==> src/rtl/spi_adc_pkg.sv <==
// spi_adc_pkg: shared state encoding, default parameters and helpers for the SPI ADC reader
package spi_adc_pkg;
  typedef enum logic [1:0] {IDLE, SETUP, SHIFT, QUIET} state_t;
  localparam int CLK_DIV_D    = 4;
  localparam int FRAME_BITS_D = 12;
  localparam int LEAD_BITS_D  = 4;
  localparam int DATA_BITS_D  = 8;
  localparam int NUM_CH_D     = 2;
  localparam int QUIET_CYC_D  = 2;
  function automatic int ch_width(input int n);
    return n > 1 ? $clog2(n) : 1;
  endfunction
endpackage

==> src/rtl/spi_adc_if.sv <==
// spi_adc_if: SPI bus between the reader (master) and NUM_CH ADCs (slave side)
interface spi_adc_if #(parameter int NUM_CH = 2);
  logic              spi_sclk;
  logic [NUM_CH-1:0] spi_cs_n;
  logic [NUM_CH-1:0] spi_sdo;
  modport master (output spi_sclk, output spi_cs_n, input spi_sdo);
  modport slave (input spi_sclk, input spi_cs_n, output spi_sdo);
endinterface

==> src/rtl/spi_adc_tick.sv <==
// spi_adc_tick: restartable divider giving a one-cycle tick every CLK_DIV clocks
module spi_adc_tick #(
  parameter int CLK_DIV = 4
) (
  input  logic clock_50Mhz,
  input  logic reset_n,
  input  logic restart,
  output logic tick
);
  localparam int W = $clog2(CLK_DIV);
  logic [W-1:0] cnt;
  assign tick = cnt == W'(CLK_DIV - 1);
  // Count up to CLK_DIV-1 then wrap; restart holds the phase at zero
  always_ff @(posedge clock_50Mhz or negedge reset_n)
    if (!reset_n) cnt <= '0;
    else cnt <= (restart || tick) ? '0 : cnt + 1'b1;
endmodule

==> src/rtl/spi_adc_reader.sv <==
// spi_adc_reader: multi-channel SPI ADC frame reader with single-shot and round-robin scan modes
module spi_adc_reader
  import spi_adc_pkg::*;
#(
  parameter int  CLK_DIV    = CLK_DIV_D,
  parameter int  FRAME_BITS = FRAME_BITS_D,
  parameter int  LEAD_BITS  = LEAD_BITS_D,
  parameter int  DATA_BITS  = DATA_BITS_D,
  parameter int  NUM_CH     = NUM_CH_D,
  parameter int  QUIET_CYC  = QUIET_CYC_D,
  localparam int CH_W       = ch_width(NUM_CH)
) (
  input  logic                 clock_50Mhz,
  input  logic                 reset_n,
  input  logic                 sample_req,
  input  logic [CH_W-1:0]      sample_ch,
  input  logic                 scan_en,
  input  logic                 clear_overrun,
  spi_adc_if.master            spi,
  output logic                 busy,
  output logic [DATA_BITS-1:0] sample_data,
  output logic [CH_W-1:0]      sample_ch_out,
  output logic                 sample_valid,
  output logic                 overrun,
  output logic                 bad_ch
);
  localparam int CNT_W = $clog2(FRAME_BITS > QUIET_CYC ? FRAME_BITS : QUIET_CYC);
  localparam logic [CH_W:0]    NCH      = (CH_W + 1)'(NUM_CH);
  localparam logic [CH_W-1:0]  LAST_CH  = CH_W'(NUM_CH - 1);
  localparam logic [CNT_W-1:0] LAST_BIT = CNT_W'(FRAME_BITS - 1);
  localparam logic [CNT_W-1:0] LAST_Q   = CNT_W'(QUIET_CYC - 1);
  if (LEAD_BITS + DATA_BITS > FRAME_BITS) begin : g_bad_frame
    $error("LEAD_BITS + DATA_BITS must not exceed FRAME_BITS");
  end
  if (CLK_DIV < 2 || QUIET_CYC < 1 || FRAME_BITS < 2) begin : g_bad_timing
    $error("CLK_DIV >= 2, QUIET_CYC >= 1 and FRAME_BITS >= 2 required");
  end
  state_t                state, state_nxt;
  logic                  tick, rdy, hi, sclk_q, go, req_ok, bad_req, last_bit;
  logic [NUM_CH-1:0]     cs_q;
  logic [CNT_W-1:0]      cnt;
  logic [FRAME_BITS-1:0] shreg;
  logic [CH_W-1:0]       ch_q, scan_cnt, go_ch;
  spi_adc_tick #(.CLK_DIV(CLK_DIV)) u_tick (
    .clock_50Mhz(clock_50Mhz),
    .reset_n    (reset_n),
    .restart    (state == IDLE),
    .tick       (tick)
  );
  assign busy         = state != IDLE;
  assign spi.spi_sclk = sclk_q;
  assign spi.spi_cs_n = cs_q;
  // Request arbitration (scan beats single requests) and next-state selection
  always_comb begin
    req_ok    = {1'b0, sample_ch} < NCH;
    go        = state == IDLE && rdy && (scan_en || (sample_req && req_ok));
    go_ch     = scan_en ? scan_cnt : sample_ch;
    bad_req   = state == IDLE && rdy && !scan_en && sample_req && !req_ok;
    last_bit  = state == SHIFT && hi && tick && cnt == LAST_BIT;
    state_nxt = go ? SETUP :
                (state == SETUP && tick) ? SHIFT :
                last_bit ? QUIET :
                (state == QUIET && cnt == LAST_Q) ? IDLE : state;
  end
  // State register
  always_ff @(posedge clock_50Mhz or negedge reset_n)
    if (!reset_n) state <= IDLE;
    else state <= state_nxt;
  // Datapath: chip selects, SCLK phase, bit/quiet counter, shift register and result flags
  always_ff @(posedge clock_50Mhz or negedge reset_n)
    if (!reset_n) begin
      rdy           <= 1'b0;
      hi            <= 1'b0;
      sclk_q        <= 1'b1;
      cs_q          <= '1;
      cnt           <= '0;
      shreg         <= '0;
      ch_q          <= '0;
      scan_cnt      <= '0;
      sample_data   <= '0;
      sample_ch_out <= '0;
      sample_valid  <= 1'b0;
      overrun       <= 1'b0;
      bad_ch        <= 1'b0;
    end else begin
      rdy          <= 1'b1;
      sample_valid <= 1'b0;
      bad_ch       <= bad_req;
      overrun      <= (sample_req && state != IDLE) ? 1'b1 : clear_overrun ? 1'b0 : overrun;
      if (go) begin
        ch_q <= go_ch;
        cs_q <= ~(NUM_CH'(1) << go_ch);
        cnt  <= '0;
        hi   <= 1'b0;
        if (scan_en) scan_cnt <= scan_cnt == LAST_CH ? '0 : scan_cnt + 1'b1;
      end
      if (state == SETUP && tick) sclk_q <= 1'b0;
      if (state == SHIFT && tick) begin
        sclk_q <= !hi || last_bit;
        hi     <= !hi;
        if (!hi) shreg <= {shreg[FRAME_BITS-2:0], spi.spi_sdo[ch_q]};
        if (hi) cnt <= last_bit ? '0 : cnt + 1'b1;
        if (last_bit) begin
          cs_q          <= '1;
          sample_data   <= shreg[FRAME_BITS-1-LEAD_BITS -: DATA_BITS];
          sample_ch_out <= ch_q;
          sample_valid  <= 1'b1;
        end
      end
      if (state == QUIET) cnt <= cnt + 1'b1;
    end
endmodule

==> src/flat_wrapper.sv <==
// flat-port wrapper written by rule: the top's interface ports become plain ports
module spi_adc_reader_flat import spi_adc_pkg::*;
#(
  parameter int  CLK_DIV    = CLK_DIV_D,
  parameter int  FRAME_BITS = FRAME_BITS_D,
  parameter int  LEAD_BITS  = LEAD_BITS_D,
  parameter int  DATA_BITS  = DATA_BITS_D,
  parameter int  NUM_CH     = NUM_CH_D,
  parameter int  QUIET_CYC  = QUIET_CYC_D,
  localparam int CH_W       = ch_width(NUM_CH)
)
  (clock_50Mhz, reset_n, sample_req, sample_ch, scan_en, clear_overrun, busy, sample_data, sample_ch_out, sample_valid, overrun, bad_ch, spi_spi_sclk, spi_spi_cs_n, spi_spi_sdo);
  spi_adc_if #(.NUM_CH(NUM_CH)) spi_i ();
  input  logic clock_50Mhz;
  input  logic reset_n;
  input  logic sample_req;
  input  logic [CH_W-1:0] sample_ch;
  input  logic scan_en;
  input  logic clear_overrun;
  output logic busy;
  output logic [DATA_BITS-1:0] sample_data;
  output logic [CH_W-1:0] sample_ch_out;
  output logic sample_valid;
  output logic overrun;
  output logic bad_ch;
  output wire logic [$bits(spi_i.spi_sclk)-1:0] spi_spi_sclk;
  output wire logic [$bits(spi_i.spi_cs_n)-1:0] spi_spi_cs_n;
  input wire logic [$bits(spi_i.spi_sdo)-1:0] spi_spi_sdo;
  assign spi_spi_sclk = spi_i.spi_sclk;
  assign spi_spi_cs_n = spi_i.spi_cs_n;
  assign spi_i.spi_sdo = spi_spi_sdo;
  spi_adc_reader #(.CLK_DIV(CLK_DIV), .FRAME_BITS(FRAME_BITS), .LEAD_BITS(LEAD_BITS), .DATA_BITS(DATA_BITS), .NUM_CH(NUM_CH), .QUIET_CYC(QUIET_CYC)) u_core (.clock_50Mhz(clock_50Mhz), .reset_n(reset_n), .sample_req(sample_req), .sample_ch(sample_ch), .scan_en(scan_en), .clear_overrun(clear_overrun), .spi(spi_i), .busy(busy), .sample_data(sample_data), .sample_ch_out(sample_ch_out), .sample_valid(sample_valid), .overrun(overrun), .bad_ch(bad_ch));
endmodule
==> config.mk <==
export PLATFORM = sky130hd
export DESIGN_NAME = spi_adc_reader_flat
export DESIGN_NICKNAME = d
export VERILOG_FILES = /design/src/rtl/spi_adc_pkg.sv /design/src/rtl/spi_adc_if.sv /design/src/rtl/spi_adc_tick.sv /design/src/rtl/spi_adc_reader.sv /design/src/flat_wrapper.sv
export SDC_FILE = /design/constraint.sdc
export NUM_CORES = 1
export LEC_CHECK = 0
export BUFFER_PORTS_ARGS = -buffer_cell sky130_fd_sc_hd__clkbuf_2
export CAP_MARGIN = 20
export CORE_ASPECT_RATIO = 1.25
export CORE_MARGIN = 10
export CORE_UTILIZATION = 50
export CTS_BUF_LIST = sky130_fd_sc_hd__clkbuf_4 sky130_fd_sc_hd__clkbuf_8 sky130_fd_sc_hd__clkbuf_16
export DETAILED_ROUTE_END_ITERATION = 10
export PLACE_DENSITY = 0.84
export SYNTH_ARGS = -nofsm -noshare
export SYNTH_HDL_FRONTEND = slang
export SYNTH_SLANG_ARGS = --single-unit
export TNS_END_PERCENT = 20
==> constraint.sdc <==
create_clock -name clock_50Mhz -period 1.6 [get_ports clock_50Mhz]
set_clock_uncertainty 0.15 [all_clocks]
set_input_delay 0.08 -clock clock_50Mhz [delete_from_list [all_inputs] [get_ports clock_50Mhz]]
set_output_delay 0.08 -clock clock_50Mhz [all_outputs]
set_load 0.02 [all_outputs]
After elaboration in Yosys (flattened, before gate mapping)
Index checks and enable logic that the tools add are counted.
Word-level totals
  output and inout port bits: 16
  register bits after elaboration: 34
Operators by class
  order comparisons: 1
  shift operators: 1
  reduce and logical (&&, ||, !) cells: 22
  bitwise operators: 2
  multiplexer cells: 25
  add/sub/neg operators: 3
  equality and inequality tests: 6
Operators with widths (count)
  4-bit 2-to-1 mux: 5
  2-bit 2-to-1 mux: 8
  1-bit 2-to-1 mux: 12
  1-bit logical AND: 9
  2-bit nonzero test: 4
  2-bit == test, second input constant: 3
  2-bit AND reduction: 3
  4-bit by 1-bit adder with 4-bit output, second input constant: 1
  4-bit by 1-bit == test with 1-bit output, second input constant: 1
  4-bit == test, second input constant: 1
  4-bit nonzero test: 1
  1-bit logical OR: 3
  2-bit by 1-bit adder with 2-bit output, second input constant: 1
  2-bit by 1-bit == test with 1-bit output, second input constant: 1
  2-bit zero test: 1
  1-bit by 2-bit less-than comparator with 1-bit output, second input constant: 1
  2-bit NOT: 1
  1-bit by 1-bit left shift with 2-bit output, first input constant: 1
  1-bit adder, second input constant: 1
  1-bit zero test: 1
  1-bit NOT: 1

Depth between registers and ports, before layout
  depth after elaboration: 8
  depth in mapped cells: 6

Modules after synthesis
From an unflattened synthesis, not the netlist that was laid out.
Unflattened totals
  cells, all modules: 122
  area, all modules: 1560.2 sq um
Modules (own cells, without submodules)
  spi_adc_reader: area an instance 1475.2 sq um, sequential area each 804.5 sq um, times used 1, cells each 117
  spi_adc_tick: area an instance 85.1 sq um, sequential area each 50.0 sq um, times used 1, cells each 5

Least setup slack after synthesis
No wires, ideal clock.
  path kind: register to register
  start point: register u_core.u_tick.cnt[0]
  end point: register u_core.sample_data[0]
  clock period less this slack: 1.624 ns
  data arrival time: 1.349 ns
  slack: -0.024 ns
  library setup time: 0.125 ns
  stages on the path, launching flop included: 7
  data required time: 1.325 ns
  buffers on the path: 2
  cells stage by stage: dfrtp_1 > ha_1 > buf_2 > nand4b_2 > nor2_4 > buf_8 > mux2_4
Between the ends
  word-level cells in the longest chain between the ends: 4
  elaborated cells between the ends (all ways): 5
  those cells by class: 1 x eq/ne; 4 x reduce/logical
Ends and longest elaborated chain
  from (decl): RTL line spi_adc_tick.sv:11  | logic [W-1:0] cnt;
  from (signal assigned): RTL line spi_adc_tick.sv:16  | else cnt <= (restart || tick) ? '0 : cnt + 1'b1;
  2-bit == test *: RTL line spi_adc_tick.sv:12  | assign tick = cnt == W'(CLK_DIV - 1);
  1-bit logical AND (2 in series): RTL line spi_adc_reader.sv:59  | last_bit = state == SHIFT && hi && tick && cnt == LAST_BIT;
  2-bit AND reduction (no line) *
  to (signal assigned): RTL line spi_adc_reader.sv:105  | sample_data <= shreg[FRAME_BITS-1-LEAD_BITS -: DATA_BITS];
  to (decl): RTL line spi_adc_reader.sv:21  | output logic [DATA_BITS-1:0] sample_data,
Every way passes the cells marked *; elsewhere a longest branch is shown, timed or not.
A chain may end at the register's enable or synchronous reset.

Worst setup path after layout
  start point: register u_core.cnt[0]
  end point: register u_core.sample_data[4]
Between the ends
  word-level cells in the longest chain between the ends: 3
Ends and longest elaborated chain
  from (decl): RTL line spi_adc_reader.sv:41  | logic [CNT_W-1:0] cnt;
  from (signal assigned): RTL line spi_adc_reader.sv:102  | if (hi) cnt <= last_bit ? '0 : cnt + 1'b1;
  from (signal assigned): RTL line spi_adc_reader.sv:110  | if (state == QUIET) cnt <= cnt + 1'b1;
  4-bit == test: RTL line spi_adc_reader.sv:59
  1-bit logical AND: RTL line spi_adc_reader.sv:59
  2-bit AND reduction (no line)
Every way passes these cells.

==> impl_summary.log <==
[metrics] status: finished, violations left
[metrics] violated checks: setup timing
[metrics] fraction of power spent switching nets: 36.6%
[metrics] die outline width: around 71 um
[metrics] switching power of the nets: 0.00119 W
[metrics] Setup WS pre-CTS: -0.218 ns
[metrics] number of routed nets with antenna violations: 0
[metrics] Worst IR Drop VDD: 1190 uV
[metrics] post-synthesis area per instance: about 13 sq um
[metrics] leakage component of the power: around 1.0 nW
[metrics] initial antenna violation count: 0
[metrics] Post-synth top flop: sky130_fd_sc_hd__dfrtp_1
[metrics] R2R cell count: 5
[metrics] number of buffers inserted during clock tree synthesis: 5
[metrics] die footprint: 5870 sq um
[metrics] Achievable Freq: 0.617 GHz
[metrics] clock-pin slew on the worst setup and hold paths: around 0.11 ns
[metrics] number of design rule violations left after detail routing: 0
[metrics] maximum fanout count along the critical path: 10
[metrics] area grow syn2layout: 31.4%
[metrics] top cells by instance count after synthesis: 31 x sky130_fd_sc_hd__dfrtp_1, 14 x sky130_fd_sc_hd__mux2_4, 5 x sky130_fd_sc_hd__a21oi_1, 5 x sky130_fd_sc_hd__inv_1
[metrics] share of the synthesized area in the top cell type: between 40% and 50%
[metrics] via count: 1,159
[metrics] routed length per instance: 16.6 um
[metrics] power density relative to cell area: 1550 nW/um^2
[metrics] CTS tree: yes
[metrics] global route overflow: 0
[metrics] library cell with the highest instance count after synthesis: sky130_fd_sc_hd__dfrtp_1
[metrics] number of buffers added on ports: 22
[metrics] post-synth top area cell: sky130_fd_sc_hd__dfrtp_1
[metrics] top area cells in the synthesized netlist: sky130_fd_sc_hd__dfrtp_1 49%, sky130_fd_sc_hd__mux2_4 13%, sky130_fd_sc_hd__dfstp_2 4.9%, sky130_fd_sc_hd__ha_1 2.3%, sky130_fd_sc_hd__a211o_1 1.6%
[metrics] final slew viol count: 0
[metrics] total nets after synthesis: 133
[metrics] fraction of the yosys area taken by sequential cells: 53.5%
[metrics] setup repair after global routing missed its margin: true
[metrics] clock root cell: sky130_fd_sc_hd__clkbuf_4
[metrics] fraction of power consumed by the clock network: 15.6%
[metrics] synth unique cells: 46
[metrics] number of warnings printed during yosys synthesis: 0
[metrics] Final period util: 101%
[metrics] total of max-cap violations: 0
[metrics] number of failing hold endpoints at the final stage: 0
[metrics] Gate Count Post-Synth: 122
[metrics] arrival time at the worst endpoint: 1.69 ns
[metrics] Placeable Area: 3000 sq um
[metrics] number of detailed-route iterations in the first pass: 4
[metrics] Detailed Route Iter0 Violations: 34
[metrics] number of antenna diodes: 0
[metrics] Crit Path Class: reg -> reg
[metrics] Combinational Power Share: a little under half
[metrics] average via count per standard cell: ~5.4
[metrics] WL final: 3550 um
[metrics] sequential share of power: roughly 39%
[metrics] cell-internal power: slightly above 0.002 W
[metrics] Final Wtd Congestion: approximately 0.89
[metrics] post-layout minimum cycle time: 1.62 ns
[metrics] Worst setup EP type: flop
[metrics] Synth async-reset ratio: 100%
[metrics] initial cell density of the core: 53.3%
[metrics] total standard cell area after synthesis: between 1500 and 2000 sq um
[metrics] data required time of the critical path: 1.67 ns
[metrics] worst hold path class: in -> async
[metrics] worst-case clock buffer depth: 2
[metrics] CTS H-tree depth: 2
[metrics] Worst Hold Slack: 0.0676 ns
[metrics] final setup slack of the worst path: -0.0196 ns
[metrics] total clock sinks: 34
[metrics] vias in the first global route: 1,248
[metrics] Setup-failing EPs final: 7
[metrics] I/O pin count: 24
[metrics] Chip Height: 83.2 um
[metrics] sum of net half-perimeters after detailed placement: between 2000 and 3000 um
[metrics] maximum number of pins on one net before global-route repair: 19
[metrics] later-pin clock latency in the skew report: 0.34 ns
[metrics] global routing usage summed across all routing layers: 12.2%
[metrics] Final Power: ~0.0033 W
[metrics] Final Net Count: approximately 190
[metrics] Post-synth EDFFs: 0
[metrics] placement row count: 22
[metrics] Worst setup SP type: flop
[metrics] global-route wire length before repair: 5870 um
[metrics] layout cells sized above 1: 48.3%
[metrics] number of synthesized register bits: 34
==> state kept, by name, indices dropped and copies added (netlist names), 2 cells and up <==
register / cells
u_core.cnt: 4
u_core.sample_data: 8
u_core.shreg: 8
u_core.spi.spi_cs_n: 2
u_core.state: 2
u_core.u_tick.cnt: 2
==> worst max-delay path, stage by stage (launching register included) <==
cell and delay, ns:
sky130_fd_sc_hd__dfrtp_1 0.37, sky130_fd_sc_hd__ha_2 0.19, sky130_fd_sc_hd__nand3b_1 0.16, sky130_fd_sc_hd__nor2_4 0.18, sky130_fd_sc_hd__buf_12 0.15, sky130_fd_sc_hd__mux2_4 0.30
==> metrics by stage <==
stage | cells | TNS (ns) | utilization, % | cell area [sq um]
floorplan | 122 | -0.108 | - | 1610
global placement | 189 | -0.985 | 61.7 | 1850
detailed placement | 189 | -2.17 | 61.7 | 1850
CTS | 205 | -0.0378 | 67.3 | 2020
global route | 214 | -0.692 | 70.0 | 2100
finish | 214 | -0.0880 | 70.0 | 2100
==> power groups by stage <==
stage / sequential [W] / clock (W) / combinational (W)
floorplan: 0.00133 / 0 / 0.000693
global placement: 0.00127 / 0 / 0.00113
detailed placement: 0.00128 / 0 / 0.00116
CTS: 0.00127 / 0.000522 / 0.00125
global route: 0.00130 / 0.000552 / 0.00160
finish: 0.00127 / 0.000509 / 0.00148
==> repair_timing <==
action | in CTS | in global routing
gates resized for setup | 7 | 5
endpoints found under the hold margin | 38 | 0
hold buffers | 7 | 0
setup endpoints to repair | 23 | 22
setup buffers | 1 | 9
pin swaps | 3 | 4
==> final timing paths <==
check                                            start                                 to  slack (ns)
max                            u_core.cnt[0]$_DFF_PN0_  u_core.sample_data[4]$_DFFE_PN0P_       -0.02
min                                            reset_n  u_core.sample_data[0]$_DFFE_PN0P_        0.07
max reg2reg                    u_core.cnt[0]$_DFF_PN0_  u_core.sample_data[4]$_DFFE_PN0P_       -0.02
min reg2reg                u_core.scan_cnt$_DFFE_PN0P_        u_core.scan_cnt$_DFFE_PN0P_        0.33
max in group asynchronous                      reset_n    u_core.spi.spi_sclk$_DFFE_PN1P_        0.69
min in group clock_50Mhz                 clear_overrun         u_core.overrun$_DFFE_PN0P_        0.32
==> cells by family (layout without fill, tap and decap cells) <==
group           Yosys count  count (layout)  synth area share (%)
compound gates           27              27                  12.5
xor+xnor                  1               1                 0.548
fa+ha+maj                 3               3                  2.35
buf+inv                  13              69                  4.62
flops                    34              34                  53.5
mux                      18              18                  15.9
other cells               2               2                 0.470
simple gates             24              24                  10.2
==> cells in the final DEF (no fill, tap or decap), types with 2 or more instances in the layout <==
| cell | n |
|---|---|
| sky130_fd_sc_hd__dfrtp_1 | 31 |
| sky130_fd_sc_hd__conb_1 | 2 |
| sky130_fd_sc_hd__buf_4 | 23 |
| sky130_fd_sc_hd__nor2_1 | 4 |
| sky130_fd_sc_hd__dfstp_2 | 3 |
| sky130_fd_sc_hd__and3_1 | 3 |
| sky130_fd_sc_hd__o21ai_1 | 2 |
| sky130_fd_sc_hd__nand2_1 | 4 |
| sky130_fd_sc_hd__o221ai_1 | 2 |
| sky130_fd_sc_hd__nor2b_1 | 2 |
| sky130_fd_sc_hd__dlygate4sd3_1 | 7 |
| sky130_fd_sc_hd__nor2_4 | 2 |
| sky130_fd_sc_hd__a31oi_1 | 2 |
| sky130_fd_sc_hd__clkbuf_2 | 21 |
| sky130_fd_sc_hd__inv_1 | 5 |
| sky130_fd_sc_hd__a211o_1 | 3 |
| sky130_fd_sc_hd__clkbuf_4 | 5 |
| sky130_fd_sc_hd__a21oi_1 | 4 |
| sky130_fd_sc_hd__mux2_4 | 16 |
| sky130_fd_sc_hd__buf_12 | 2 |
==> layer usage <==
layer | wire length [um] | global-route usage (%) | vias up
li1 | - | - | 546
met1 | 1360 | 12.2 | 576
met2 | 1900 | 21.3 | 31
met3 | 223 | 4.29 | 6
met4 | 73 | 6.33 | 0
met5 | 0 | 0 | -
==> cell type report <==
cell class / instances / area [sq um]
Clock inverter: 2 / 12.5
Sequential cell: 34 / 855
Inverter: 7 / 28.8
Timing Repair Buffer: 54 / 399
Fill cell: 197 / 901
Tap cell: 36 / 45.0
Clock buffer: 6 / 51.3
Multi-Input combinational cell: 75 / 708
Power figures use the tool's default switching activity.
